[src/rtl/sub_shift_rows.sv]
// ---------------------------------------------------------------------------
// sub_shift_rows
//
// Iterative AES-128 SubBytes + ShiftRows stage, or InvSubBytes + InvShiftRows
// when the latched flag is set. It sits directly in front of mixColumns.
//
// A 128-bit state is accepted on a valid/ready handshake and stored in a
// byte-wide state register. ROWS_PER_CYCLE rows are substituted per clock
// through 4*ROWS_PER_CYCLE computed S-box lanes. The (inverse) row shift is
// fixed wiring from the register to out_state. The result is held on
// out_valid until the downstream accepts it.
//
// Parameters:
//   ROWS_PER_CYCLE  rows substituted per clock (1, 2 or 4)
//
// Ports:
//   clk        clock, all state changes on the rising edge
//   rst        synchronous active-high reset
//   in_valid   in_state/in_flag valid
//   in_ready   block can accept a state this cycle
//   in_state   AES state, row-major; byte (r,c) = bits [127-32r-8c -: 8]
//   in_flag    0 = forward, 1 = inverse
//   out_valid  out_state/out_flag valid
//   out_ready  downstream accepts
//   out_state  substituted and shifted state
//   out_flag   flag latched with this state
// ---------------------------------------------------------------------------
module sub_shift_rows #(
    parameter int ROWS_PER_CYCLE = 1
) (
    input  logic         clk,
    input  logic         rst,
    input  logic         in_valid,
    output logic         in_ready,
    input  logic [127:0] in_state,
    input  logic         in_flag,
    output logic         out_valid,
    input  logic         out_ready,
    output logic [127:0] out_state,
    output logic         out_flag
);

    localparam int NSUB  = 4 / ROWS_PER_CYCLE;
    localparam int LANES = 4 * ROWS_PER_CYCLE;

    typedef enum logic [1:0] {IDLE, SUB, DONE} fsm_t;

    fsm_t       fsm_reg;
    logic [1:0] cnt_reg;
    logic       flag_reg;
    logic [7:0] state_reg [16];

    logic [7:0] in_bytes [16];
    logic [7:0] sub_next [16];
    logic [7:0] lane_out [LANES];
    logic [3:0] lane_idx [LANES];

    // ------------------------------------------------------------------
    // GF(2^8) arithmetic, reduction polynomial 0x11B
    // ------------------------------------------------------------------
    function automatic logic [7:0] gf_mul(input logic [7:0] a, input logic [7:0] b);
        logic [7:0] p;
        logic [7:0] aa;
        p  = 8'h00;
        aa = a;
        for (int i = 0; i < 8; i++) begin
            if (b[i]) p = p ^ aa;
            aa = {aa[6:0], 1'b0} ^ (aa[7] ? 8'h1b : 8'h00);
        end
        return p;
    endfunction

    // Multiplicative inverse as a^254 (a^2 * a^4 * ... * a^128); 0 maps to 0
    // naturally, so no special case is needed.
    function automatic logic [7:0] gf_inv(input logic [7:0] a);
        logic [7:0] sq;
        logic [7:0] r;
        sq = a;
        r  = 8'h01;
        for (int i = 1; i < 8; i++) begin
            sq = gf_mul(sq, sq);
            r  = gf_mul(r, sq);
        end
        return r;
    endfunction

    function automatic logic [7:0] fwd_affine(input logic [7:0] x);
        return x ^ {x[6:0], x[7]} ^ {x[5:0], x[7:6]} ^ {x[4:0], x[7:5]}
                 ^ {x[3:0], x[7:4]} ^ 8'h63;
    endfunction

    function automatic logic [7:0] inv_affine(input logic [7:0] x);
        return {x[6:0], x[7]} ^ {x[4:0], x[7:5]} ^ {x[1:0], x[7:2]} ^ 8'h05;
    endfunction

    // ------------------------------------------------------------------
    // Input unpacking
    // ------------------------------------------------------------------
    genvar gi;
    generate
        for (gi = 0; gi < 16; gi++) begin : g_unpack
            assign in_bytes[gi] = in_state[127 - 8*gi -: 8];
        end
    endgenerate

    // ------------------------------------------------------------------
    // S-box lanes. Each lane owns one byte column of one of the rows
    // currently being substituted; the affine stages are muxed around a
    // single inverter so forward and inverse share the expensive part.
    // ------------------------------------------------------------------
    generate
        for (gi = 0; gi < LANES; gi++) begin : g_lane
            localparam int LR = gi / 4;
            localparam int LC = gi % 4;
            logic [1:0] row_sel;
            logic [7:0] lane_in;
            logic [7:0] inv_in;
            logic [7:0] inv_out;

            assign row_sel       = 2'(int'(cnt_reg) * ROWS_PER_CYCLE + LR);
            assign lane_idx[gi]  = {row_sel, 2'(LC)};
            assign lane_in       = state_reg[lane_idx[gi]];
            assign inv_in        = flag_reg ? inv_affine(lane_in) : lane_in;
            assign inv_out       = gf_inv(inv_in);
            assign lane_out[gi]  = flag_reg ? inv_out : fwd_affine(inv_out);
        end
    endgenerate

    // Register image after one substitution step: untouched rows pass through.
    always_comb begin
        for (int i = 0; i < 16; i++) begin
            sub_next[i] = state_reg[i];
        end
        for (int l = 0; l < LANES; l++) begin
            sub_next[lane_idx[l]] = lane_out[l];
        end
    end

    // ------------------------------------------------------------------
    // Output: fixed (inverse) ShiftRows wiring from the state register.
    // Forward: out(r,c) = reg(r,(c+r)%4); inverse: out(r,c) = reg(r,(c-r)%4).
    // ------------------------------------------------------------------
    generate
        for (gi = 0; gi < 16; gi++) begin : g_shift
            localparam int R       = gi / 4;
            localparam int C       = gi % 4;
            localparam int FWD_SRC = R*4 + (C + R) % 4;
            localparam int INV_SRC = R*4 + (C + 4 - R) % 4;
            assign out_state[127 - 8*gi -: 8] = flag_reg ? state_reg[INV_SRC]
                                                         : state_reg[FWD_SRC];
        end
    endgenerate

    assign out_flag  = flag_reg;
    assign out_valid = (fsm_reg == DONE);
    // In DONE a new block can enter on the same edge the result leaves.
    assign in_ready  = (fsm_reg == IDLE) || ((fsm_reg == DONE) && out_ready);

    // ------------------------------------------------------------------
    // Control FSM and state register
    // ------------------------------------------------------------------
    always_ff @(posedge clk) begin
        if (rst) begin
            fsm_reg  <= IDLE;
            cnt_reg  <= 2'd0;
            flag_reg <= 1'b0;
            for (int i = 0; i < 16; i++) begin
                state_reg[i] <= 8'h00;
            end
        end else begin
            case (fsm_reg)
                IDLE: begin
                    if (in_valid) begin
                        for (int i = 0; i < 16; i++) begin
                            state_reg[i] <= in_bytes[i];
                        end
                        flag_reg <= in_flag;
                        cnt_reg  <= 2'd0;
                        fsm_reg  <= SUB;
                    end
                end
                SUB: begin
                    for (int i = 0; i < 16; i++) begin
                        state_reg[i] <= sub_next[i];
                    end
                    if (cnt_reg == 2'(NSUB - 1)) begin
                        cnt_reg <= 2'd0;
                        fsm_reg <= DONE;
                    end else begin
                        cnt_reg <= cnt_reg + 2'd1;
                    end
                end
                DONE: begin
                    if (out_ready) begin
                        if (in_valid) begin
                            for (int i = 0; i < 16; i++) begin
                                state_reg[i] <= in_bytes[i];
                            end
                            flag_reg <= in_flag;
                            cnt_reg  <= 2'd0;
                            fsm_reg  <= SUB;
                        end else begin
                            fsm_reg <= IDLE;
                        end
                    end
                end
                default: begin
                    fsm_reg <= IDLE;
                end
            endcase
        end
    end

endmodule
[config.mk]
export PLATFORM = sky130hd
export DESIGN_NAME = sub_shift_rows
export DESIGN_NICKNAME = d
export VERILOG_FILES = /design/src/rtl/sub_shift_rows.sv
export SDC_FILE = /design/constraint.sdc
export NUM_CORES = 2
export LEC_CHECK = 0
export CAP_MARGIN = 25
export CELL_PAD_IN_SITES_DETAIL_PLACEMENT = 0
export CELL_PAD_IN_SITES_GLOBAL_PLACEMENT = 1
export CORE_UTILIZATION = 40
export CTS_BUF_LIST = sky130_fd_sc_hd__clkbuf_4 sky130_fd_sc_hd__clkbuf_8
export CTS_CLUSTER_SIZE = 24
export DETAILED_ROUTE_END_ITERATION = 16
export PLACE_DENSITY_LB_ADDON = 0.15
export SYNTH_ARGS = -nofsm -noshare
export SYNTH_HDL_FRONTEND = slang
export SYNTH_SLANG_ARGS = --single-unit
[constraint.sdc]
create_clock -name clk -period 36.2 [get_ports clk]
set_input_delay 7.24 -clock clk [delete_from_list [all_inputs] [get_ports clk]]
set_output_delay 7.24 -clock clk [all_outputs]
set_load 0.02 [all_outputs]
## Yosys cells after proc, flatten, opt, wreduce, memory -nomap -nowiden

Memories as Yosys holds them, arrays and structs flattened. A register that Yosys moved wholly into a read port is not among the register bits.
Index checks and enable logic that the tools add are counted.

| word-level totals | value |
|---|---|
| word-level logic and storage cells | 1,792 |
| memories kept | 1 |
| bits in registers | 5 |
| output and inout bits | 131 |
| bits in writable memories | 128 |

| operators by class | value |
|---|---|
| bitwise operators | 840 |
| $add $sub $neg | 1 |
| reduce and logical (&&, ||, !) cells | 12 |
| muxes and demuxes | 921 |
| eq/ne operators | 6 |
| $lt $le $gt $ge | 8 |

Memories:

| name | words | bits a word | read ports | clocked after memory_dff | wr ports | RTL line | text |
|---|---|---|---|---|---|---|---|
| state_reg | 16 | 8 | 20 | 4 | 16 | 51 | `logic [7:0] state_reg [16];` |

Operator list:

| kind | count |
|---|---|
| $mux W8 | 488 |
| $xor A8 B8 Y8 | 388 |
| $xor A8 B5 Y8 | 364 |
| $mux W5 | 368 |
| $bwmux W128 | 4 |
| $demux W8 S4 | 4 |
| $mux W4 | 12 |
| $or A1 B1 Y1 | 48 |
| $mux W7 | 4 |
| $not A1 Y1 const A | 28 |
| $mux W6 | 4 |
| $ge A5 B5 Y1 const B | 4 |
| $lt A5 B1 Y1 const B | 4 |
| $mux W1 | 20 |
| $mux W2 | 10 |
| $not A4 Y5 | 4 |
| $not A4 Y4 | 4 |
| $mux W3 | 4 |
| $pmux W2 S3 | 2 |
| $not A2 Y2 | 4 |
| $logic_and A1 B1 Y1 | 5 |
| $eq A2 B2 Y1 const B | 2 |
| $ne A2 B2 Y1 const B | 2 |
| $reduce_and A2 Y1 | 2 |
| 9 further kinds | 9 |

## Logic depth before layout (Yosys ltp)

| logic depth | value |
|---|---|
| depth after elaboration | 143 |
| mapped depth | 80 |
| depth with buffers taken out | 64 |

## Worst setup path before layout

Ideal clock, no wire load.

| path | value |
|---|---|
| path kind | flip-flop to flip-flop |
| start point | register with a tool-made name |
| end point | memory state_reg[2][4], data pin |
| arrival | 17,757 ps |
| slack | 18,173 ps |
| path buffers | 9 |
| stages on the path, launching flop included | 71 |
| clock period less this slack | 18,027 ps |
| cells stage by stage | dfxtp_1 > buf_6 > buf_8 > buf_6 > mux4_2 > xor3_1 > mux2i_4 > inv_2 > clkbuf_1 > ha_1 > buf_1 > xnor2_1 > o21ai_0 > xor2_1 > inv_1 > ha_1 > inv_1 > xnor3_1 > [35 not listed] > xnor2_1 > nor3_1 > nor4_1 > nor2_1 > o21ai_0 > o21a_1 > xnor3_2 > xnor3_1 > nor2_1 > xnor3_1 > xnor2_1 > xnor3_1 > xnor2_2 > xnor3_1 > a21oi_1 > nor3_1 > o21ai_1 > a21oi_1 |

RTL lines:

| element | RTL line |
|---|---|
| end, declared | 51 |

==> results.txt <==
yosys warns: 0
Clock Tree Root: clkbuf_8
slew margin rel.: 23.80%
vias in the first global route: 59.23k
largest net degree at the start of global routing: 66
Area contributors post-synth: xnor2_1, xnor3_1, nor2_1
min-delay src: cnt_reg[1]$_SDFFE_PP0P_
Post-Route WL: 244.9 mm
Yosys top cell by area: xnor2_1
total grt overflow: 0
Synth Area in Simple Gates: 19.09%
Critical Path RT: 36620 ps
1st-iter DRT viols: 6057
Reg clk slew, reported paths: 100 ps
clk buf depth: 2
Final ANT Viol Nets: 0
Finish-stage setup viols: 0
gr usage total: 28.04%
DR WL/cell: 22.83 um
FF-to-FF End: state_reg[3][3]$_SDFFCE_PN0P_
outcome: finished, violations left
Vias: 63.16k
post-detail-place hpwl: 184.7 mm
CTS resizes: 0
Worst Path Max Fanout: 29
DR pass1 iterations: 12
mux contribution to synthesized area: 7.453%
# hold bufs at CTS: 0
Reg2Reg Setup Slack: 13820 ps
commonest non-fill, non-tap cells in the layout: xnor2_1, nor2_1, nand2_1, a21oi_1, xor2_1
RSZ-0062 raised after global routing: no
synthesized area: 66720 um2
GP Congestion: 0.9471
fin crit share: 61.83%
share of layout cells above drive strength 1: 9.744%
CTS HTree Levels: 4
Die Wd: 410.4 um
IO Count: 264
clk sink count: 135
port bufs: 263
worst skew pair latency: 580 ps
Async SR Flop Fraction: 0%
most frequent CP cell: xnor2_1
hold depth: 2
Worst Hold Class: flip-flop to flip-flop
MaxCap Viol Count: 0
sequential share of the synthesized area: 5.971%
critical path class: flip-flop to flip-flop
Worst path max stage delay: 820 ps
Avg Inst Size Synth: 7.831 um2
Max Fclk: 44.67 MHz
CP endpoint kind: flip-flop
setup TNS: 0 ps
ys flop type: edfxtp_1
core footprint: 165400 um2
minimum clock period: 22380 ps
initial antenna violation count: 14
Initial Utilization: 40.35%
max-slew violations: 0
Row Count: 149
Area Overhead vs Synth: 9.026%
TritonCTS Buffers: 17
syn nets: 8682
post-CTS setup buffers: 0
Vias per Instance: 5.889
Adder-Cell Fraction of Synth Area: 0.5889%
area share of the largest cell type after synthesis: 19.82%
Tightest Pin Transition: 1143 ps
Arr. time, crit path: 22800 ps
Synth Area in XOR/XNOR: 44.64%
Synth Area in Compound Gates: 17.99%
DRC: 5
die area: 168400 um2
EDFF count, synth: 128
Hold Vio Cnt, Final: 0
chip height: 410.4 um
commonest non-fill, non-tap cell in the layout: xnor2_1
skew final: 37.84 ps
Synth cell types: 120
Setup crit start kind: flip-flop
largest family of logic cells by synthesized area: XOR/XNOR gates
CP max stage cell: xnor2_1
CTS tree: built
global-route wire length before repair: 373.0 mm
Seq cells post-synth: 135
max FFs per register: 128
gate count of the mapped netlist: 8520
FF-to-FF path depth: 67
failing checks: DRC
nets: 8677
[per-stage QoR]
stage / setup slack, ps / hold WS, ps / util [%] / instances / cell area, um2
6_report: 13820 / 532.7 / 43.99 / 10730 / 72740
5_1_grt: 12090 / 559.4 / 43.98 / 10720 / 72730
4_1_cts: 13910 / 522.7 / 43.94 / 10710 / 72660
3_5_place_dp: 13940 / 518.9 / 43.74 / 10680 / 72330
3_3_place_gp: 14310 / 514.0 / 43.71 / 10680 / 72280
2_1_floorplan: 18170 / 489.9 / - / 8520 / 66720
[cell type report]
type / instances / area, um2
Clock buffer: 19 / 249.0
Sequential cell: 135 / 3993
Tap cell: 2189 / 2739
Multi-Input combinational cell: 7709 / 60440
Inverter: 99 / 371.6
Clock inverter: 13 / 82.58
Timing Repair Buffer: 553 / 4847
Antenna cell: 9 / 22.52
Fill cell: 16670 / 92620
[cell families (layout without fill, tap and decap cells)]
group,Yosys count,in the layout
other cells,0,9
xor+xnor,2521,2521
fa+ha+maj,32,32
mux,425,425
flops,135,135
simple gates,2917,2917
buf+inv,676,684
compound gates,1814,1814
[synth_stat cells (all sizes together) (82+ instances only)]
| cell | count |
|---|---|
| o22ai | 105 |
| xnor3 | 395 |
| mux2i | 256 |
| a211oi | 123 |
| clkbuf | 378 |
| nand2 | 862 |
| nor2 | 1215 |
| a21oi | 448 |
| a31oi | 82 |
| xor2 | 454 |
| xnor2 | 1606 |
| o21ai | 415 |
| mux2 | 133 |
| nand3 | 182 |
| nor3 | 212 |
| buf | 199 |
| inv | 87 |
| edfxtp | 128 |
[worst max-delay path by stage]
| stage | slack, ps | to | cells after the start | start |
|---|---|---|---|---|
| 6_report | 13820 | state_reg[3][3]$_SDFFCE_PN0P_ | 67 | flip-flop |
| 5_1_grt | 12090 | state_reg[3][3]$_SDFFCE_PN0P_ | 67 | flip-flop |
| 4_1_cts | 13910 | state_reg[7][5]$_SDFFCE_PN0P_ | 60 | flip-flop |
| 3_5_place_dp | 13940 | state_reg[3][3]$_SDFFCE_PN0P_ | 60 | flip-flop |
| 3_3_place_gp | 14310 | state_reg[7][5]$_SDFFCE_PN0P_ | 60 | flip-flop |
| 2_1_floorplan | 18170 | state_reg[2][4]$_SDFFCE_PN0P_ | 70 | flip-flop |
[layer usage]
metal	vias up	global-route usage [%]	wire length (um)	share of wire, %
met1	30830	38.36	108100	44
met4	8	5.899	5105	2.1
met3	251	3.785	16690	6.8
met2	2164	46.69	114900	47
met5	-	0	51	0.021
li1	29910	-	-	-
[critical path: cells and delay by family, from the launching register on]
kind / cells / cell delay [ps]
flip-flops: 1 / 480
AO/OA/AOI/OAI: 7 / 1560
AND/OR/NAND/NOR: 16 / 4540
buffers and inverters: 10 / 2740
XOR/XNOR: 24 / 9130
adder cells (fa/ha/maj): 4 / 1770
multiplexers: 6 / 1900
Power is left out: the tool's default activity adds up to more than one toggle a clock period on the data nets, which glitch-free logic cannot reach.
